`config.mk`:
```
export PLATFORM = sky130hd
export DESIGN_NAME = bcd_counter_multi
export DESIGN_NICKNAME = d
export VERILOG_FILES = /design/src/rtl/bcd_counter_multi.sv
export SDC_FILE = /design/constraint.sdc
export NUM_CORES = 1
export LEC_CHECK = 0
export ABC_AREA = 1
export BUFFER_PORTS_ARGS = -buffer_cell sky130_fd_sc_hd__buf_2
export CAP_MARGIN = 30
export CORE_UTILIZATION = 30
export DETAILED_ROUTE_END_ITERATION = 6
export PLACE_DENSITY = 0.49
export SYNTH_ARGS = -nofsm -noshare
export SYNTH_HDL_FRONTEND = slang
export SYNTH_SLANG_ARGS = --single-unit
```
`constraint.sdc`:
```
create_clock -name Clk -period 2.5 [get_ports Clk]
set_input_delay 0.625 -clock Clk [delete_from_list [all_inputs] [get_ports Clk]]
set_output_delay 0.625 -clock Clk [all_outputs]
set_load 0.01 [all_outputs]
```
`src/rtl/bcd_counter_multi.sv`:
```
`default_nettype none
// ============================================================================
// Module      : bcd_counter_multi
// Description : DIGITS-decade BCD up/down counter with load, clear and a
//               chainable terminal-count carry/borrow output.
// Revision    : 1.0 - initial release
// ============================================================================
module bcd_counter_multi #(
    parameter int                      DIGITS   = 4,
    parameter logic [4*DIGITS-1:0]     INIT_VAL = '0
) (
    input  logic                   Clk,
    input  logic                   Rst,
    input  logic                   Clr,
    input  logic                   Load,
    input  logic [4*DIGITS-1:0]    Load_val,
    input  logic                   Up_Dn,
    input  logic                   Cin,
    output logic [4*DIGITS-1:0]    q,
    output logic                   Cout,
    output logic                   Load_err
);

    logic [4*DIGITS-1:0] cnt_q, cnt_d;
    logic                err_q, err_d;

    // all9[k] / all0[k]: every digit below k is 9 / 0 (enables digit k)
    logic [DIGITS:0]     w_all9;
    logic [DIGITS:0]     w_all0;
    logic [4*DIGITS-1:0] w_up;
    logic [4*DIGITS-1:0] w_dn;
    logic [4*DIGITS-1:0] w_load_clean;
    logic [DIGITS-1:0]   w_load_bad;

    assign w_all9[0] = 1'b1;
    assign w_all0[0] = 1'b1;

    for (genvar g = 0; g < DIGITS; g++) begin : g_digit
        logic [3:0] w_cur;
        logic [3:0] w_ld;

        assign w_cur = cnt_q[4*g +: 4];
        assign w_ld  = Load_val[4*g +: 4];

        assign w_all9[g+1] = w_all9[g] & (w_cur == 4'd9);
        assign w_all0[g+1] = w_all0[g] & (w_cur == 4'd0);

        assign w_up[4*g +: 4] = !w_all9[g]       ? w_cur :
                                (w_cur == 4'd9)  ? 4'd0  : w_cur + 4'd1;
        assign w_dn[4*g +: 4] = !w_all0[g]       ? w_cur :
                                (w_cur == 4'd0)  ? 4'd9  : w_cur - 4'd1;

        assign w_load_bad[g]            = (w_ld > 4'd9);
        assign w_load_clean[4*g +: 4]   = w_load_bad[g] ? 4'd0 : w_ld;
    end

    always_comb begin
        cnt_d = cnt_q;
        err_d = 1'b0;
        if (Clr) begin
            cnt_d = INIT_VAL;
        end else if (Load) begin
            cnt_d = w_load_clean;
            err_d = |w_load_bad;
        end else if (Cin) begin
            cnt_d = Up_Dn ? w_up : w_dn;
        end
    end

    always_ff @(posedge Clk) begin
        if (Rst) begin
            cnt_q <= INIT_VAL;
            err_q <= 1'b0;
        end else begin
            cnt_q <= cnt_d;
            err_q <= err_d;
        end
    end

    // Asserted in the wrapping cycle so a downstream Cin can tie straight here
    assign Cout     = Cin & ~Rst & ~Clr & ~Load &
                      (Up_Dn ? w_all9[DIGITS] : w_all0[DIGITS]);
    assign q        = cnt_q;
    assign Load_err = err_q;

endmodule
`default_nettype wire

```
Word-level counts from Yosys, hierarchy flattened
Cells that the tools add are included.
{ "word_totals": {"register_bits": 17, "inputBits": 22, "output_inout_bits": 18, "wordCells": 73} }
{ "classes": {"n_addsub": 8, "order_cmp": 4, "n_eq_ne": 7, "muxes": 22, "bitwise": 13, "n_reduce_logical": 14} }
{ "op_table": {"columns": ["operator", "n"], "rows": [
  ["4-bit 2-to-1 mux", 18],
  ["16-bit 2-to-1 mux", 3],
  ["4-bit by 1-bit adder with 4-bit output (second input constant)", 4],
  ["4-bit == test (second input constant)", 4],
  ["4-bit > comparator (second input constant)", 4],
  ["4-bit logical NOT", 4],
  ["4-bit by 1-bit subtractor with 4-bit output (second input constant)", 4],
  ["1-bit AND", 10],
  ["3-bit by 2-bit != test with 1-bit output (second input constant)", 3],
  ["3-bit AND reduction", 3],
  ["3-bit nonzero test", 3],
  ["4-bit OR reduction", 1],
  ["1-bit inverter", 3],
  ["3-bit OR reduction", 1],
  ["2-bit nonzero test", 1],
  ["2-bit OR reduction", 1],
  ["1-bit 2-to-1 mux", 1]
]} }

Longest topological paths before layout
{ "logic_depth": {"word_depth": 7, "mapped_depth": 10, "mapped_depth_nobuf": 10} }

Least setup slack after synthesis
OpenSTA, ideal clock, no wires.
{ "synth_timing": {"path_type": "input-to-output", "start": "in Load", "end": "out Cout", "t_arrival_ps": 1445, "required_ps": 1875, "slack_ps": 430, "cell_stages": 5, "path_buffers": 2, "cell_sequence": "buf_6 buf_2 nor4_1 nand2_1 a21oi_1"} }
{ "synth_between": {"elab_chain_len": 3} }
{ "synth_lines": {"columns": ["item", "line_no", "source"], "rows": [
  ["from (decl)", "15", "input logic Load,"],
  ["1-bit inverter (no source line)", null, null],
  ["1-bit AND (2 in a row)", "81", "assign Cout = Cin & ~Rst & ~Clr & ~Load &"],
  ["to (decl)", "20", "output logic Cout,"]
]} }
No other way between the ends.

Worst setup path after layout
{ "layout_timing": {"start": "reg cnt_q[0] (netlist: q[0])", "end": "out Cout"} }
{ "layout_between": {"elab_chain_len": 6, "word_cells_on_any_way": 10, "classes_between": "eq/ne: 1; mux: 1; bitwise: 7; reduce/logical: 1"} }
{ "layout_lines": {"columns": ["item", "line_no", "source"], "rows": [
  ["from (decl)", "24", "logic [4*DIGITS-1:0] cnt_q, cnt_d;"],
  ["from (signal assigned)", "75", "cnt_q <= cnt_d;"],
  ["4-bit == test / 4-bit logical NOT (equally long branches)", "45, 46", null],
  ["1-bit AND (on tied branches) (3 in a row)", "45, 46", null],
  ["1-bit 2-to-1 mux (*)", "82", "(Up_Dn ? w_all9[DIGITS] : w_all0[DIGITS]);"],
  ["1-bit AND (*)", "81", null]
]} }
Every way passes the cells marked *; elsewhere a longest branch is shown, timed or not.

==> run_results.csv <==
group,metric,value,unit
drt,drt-initial-drc-count,85,
sta,setup_viol,0,
floorplanning,die_w,73.71,microns
sta,tightest_slew,0.4496,ns
drt,vias,1783,
pwr,clockPowerShare,29.1,%
global_routing,grt_overflow_total,0,
pwr,p_sw_share,37.66,%
synth,synth_cell_types,33,
global_routing,grt_pass1_vias,1597,
critical_path,rr_startpoint,"q[0]",
floorplanning,die_height,73.71,microns
synth,synthSimpleGateAreaFrac,46.23,%
placed_design,portBuffers,39,
drt,drtPass1Iterations,5,
pwr,power_frac_comb,31.8,%
cells_and_area,layout_commonest_cell,"nand2_1",
clocking,cts_resized,0,
drt,drtAntennaViolNets,0,
synth,synth_edf_count,0,
pwr,p_sw,295.3,uW
pwr,total_power,783.9,uW
floorplanning,io_pins,40,
critical_path,endpoint,"Cout",
synth,ys.flop_type,"dfxtp_1",
sta,fin_tns_setup,0,ns
pwr,p_int,488.7,uW
cells_and_area,num-fill-cells,568,
worst_hold_path,hold_depth,2,
cells_and_area,multi_input_area,0.001037,sq mm
pwr,power_density,421.1,mW/mm^2
synth,synth_top_area_cell,"dfxtp_1",
floorplanning,initial_core_util,31.82,%
global_routing,grtUsageTotal,17.99,%
sta,post-route-period-util,88.68,%
critical_path,worstRegToRegCells,8,
worst_hold_path,worstHoldPathType,"reg -> reg",
synth,ys_warn_count,0,
cells_and_area,seq_area,340.3,sq um
cells_and_area,final_cell_mix,"57 x nand2_1, 42 x nor2_1, 39 x buf_2",
critical_path,worstSetupPathType,"reg -> out",
clocking,numCtsBuffers,3,
placed_design,gp_congestion,0.8506,
drt,wl,4.473,mm
floorplanning,placementRows,25,
outcome,status,"completed",
critical_path,arrival,1.59,ns
clocking,cts_setup_buffers,0,
cells_and_area,drive_above_1_share,26.33,%
sta,clock_skew,0.003684,ns
critical_path,endpoint_kind,"output pin",
clocking,clk_latency,0.26,ns
clocking,ctsRootBufferMaster,"clkbuf_8",
synth,synth_mux_area_share,0,%
synth,synthAdderAreaFrac,0,%
critical_path,cp_data_required_time,1.88,ns
synth,yosys-top-cells-area,"dfxtp_1 22%, nand2_1 14%, nor2_1 10%",
synth,mappedNetlistNets,280,
synth,synth_top_family_by_area,"simple AND/OR/NAND/NOR gates",
synth,synth-compound-area-share,19.30,%
placed_design,hpwl,3.482,mm
drt,drt-wirelength-per-cell,12.19,microns
clocking,cts_sinks,17,
sta,fmax,451.1,MHz
sta,maxSlewHeadroom,69.71,%
critical_path,start_kind,"register",
synth,synth_cells,258,
synth,async_flop_share,0,%
synth,syn_area_per_cell,5.980,sq um
clocking,cts_tree,"done",
sta,hold_viol_final,0,
cells_and_area,n_antenna_cell,0,
cells_and_area,syn_to_final_growth,20.68,%
run,cap_violations,0,
global_routing,grt_max_degree,14,
floorplanning,coreArea,0.004848,sq mm
synth,synth_area,0.001543,sq mm
critical_path,cp_max_fo,6,
synth,synth_xor_area_share,1.703,%
clocking,ctsHoldBuffers,0,
synth,ys_ff_latch,17,
drt,viasPerCell,4.858,
critical_path,reg2reg_slack,1.05,ns
critical_path,path_cells,"nor2_2, nand2_1, nor2_4, nand2_1, nand2_1, nand2_1, a21oi_1, buf_2",
critical_path,cpPeakStageDelay,0.37,ns
pwr,leakagePower,0.9396,nW
synth,yosysSeqAreaShare,22.06,%
clocking,clk_pin_slew,0.08,ns
pwr,p_seq_share,39.1,%
clocking,h-tree-depth,1,
critical_path,cp_slowest_cell,"dfxtp_1",
global_routing,antenna_found_initial,0,
sta,fin_crit,2.217,ns
critical_path,reg2reg_to,"q[12]",
critical_path,crit_start,"q[0]",
global_routing,grt_pass1_wl,7.479,mm
synth,yosysTopAreaCellShare,22.06,%
sta,drv_slew,0,
clocking,clockBufferDepth,2,
critical_path,cpMostUsedCell,"nand2_1",
pwr,peakVddDrop,0.0002643,V
sta,hold_slack,0.5428,ns
floorplanning,fp.dieArea,0.005433,sq mm
drt,route.detailed.drc,0,
cells_and_area,nNetsFinal,323,
sta,rsz0062_at_grt,"no",
[state kept, by name, indices dropped and copies added (netlist names)]
name,flops
Load_err,1
q,16
[layout make-up]
cell class / count / area share, %
inverter: 35 / 7.325
timing repair buffer: 42 / 11.69
tap: 67 / 4.503
multi-input combinational: 202 / 55.71
clock inverter: 1 / 0.2688
sequential: 17 / 18.28
clock buffer: 3 / 2.218
[cell families (layout without fill, tap and decap cells)]
| logic type | after synthesis | count (layout) |
|---|---|---|
| buffers and inverters | 39 | 81 |
| AO/OA/AOI/OAI | 49 | 49 |
| AND/OR/NAND/NOR | 150 | 150 |
| flip-flops | 17 | 17 |
| XOR/XNOR | 3 | 3 |
[metrics by stage]
| step | cells | util (%) | setup slack (ns) | cell area (sq um) |
|---|---|---|---|---|
| 3_5_place_dp | 363 | 37.45 | 0.3103 | 1815 |
| 6_report | 367 | 38.40 | 0.2830 | 1862 |
| 3_3_place_gp | 363 | 37.45 | 0.3151 | 1815 |
| 4_1_cts | 367 | 38.40 | 0.2672 | 1862 |
| 2_1_floorplan | 258 | - | 0.4296 | 1543 |
| 5_1_grt | 367 | 38.40 | 0.1227 | 1862 |
[critical path, delay by kind of cell, from the launching register on]
| kind | cells | cell delay, ns |
|---|---|---|
| compound gates | 1 | 0.11 |
| buf+inv | 1 | 0.14 |
| flops | 1 | 0.37 |
| simple gates | 6 | 0.71 |
[routing by layer]
metal	global-route usage [%]	up-vias	part of all wire (%)	routed length (microns)
li1	-	933	-	-
met1	23.77	809	47	2121
met2	30.48	39	47	2108
met3	3.429	2	4.8	214
met4	3.205	0	0.63	28
met5	0	-	0	0
[synth_stat cells, types with 3 or more instances]
cell type,instances
dfxtp_1,17
o211ai_1,6
o21ai_1,7
nand2_2,3
inv_2,8
nor2_2,4
nand2_1,57
inv_1,26
o21ai_0,12
nand4_1,5
nand3_1,27
nor2_1,42
a21oi_1,13
nor2_4,6
[power by group through the flow]
stage	logic (mW)	registers [mW]	clock network [mW]
6_report	0.250	0.306	0.228
5_1_grt	0.284	0.310	0.253
4_1_cts	0.252	0.307	0.235
3_5_place_dp	0.250	0.313	0
3_3_place_gp	0.252	0.313	0
2_1_floorplan	0.171	0.316	0
[worst min-delay path by stage]
stage,from,to,slack [ns]
2_1_floorplan,q[13],q[13],0.54
3_3_place_gp,q[13],q[13],0.53
3_5_place_dp,q[13],q[13],0.53
4_1_cts,q[13],q[13],0.54
5_1_grt,q[13],q[13],0.58
6_report,q[13],q[13],0.54
(Power assumes the default switching activity.)
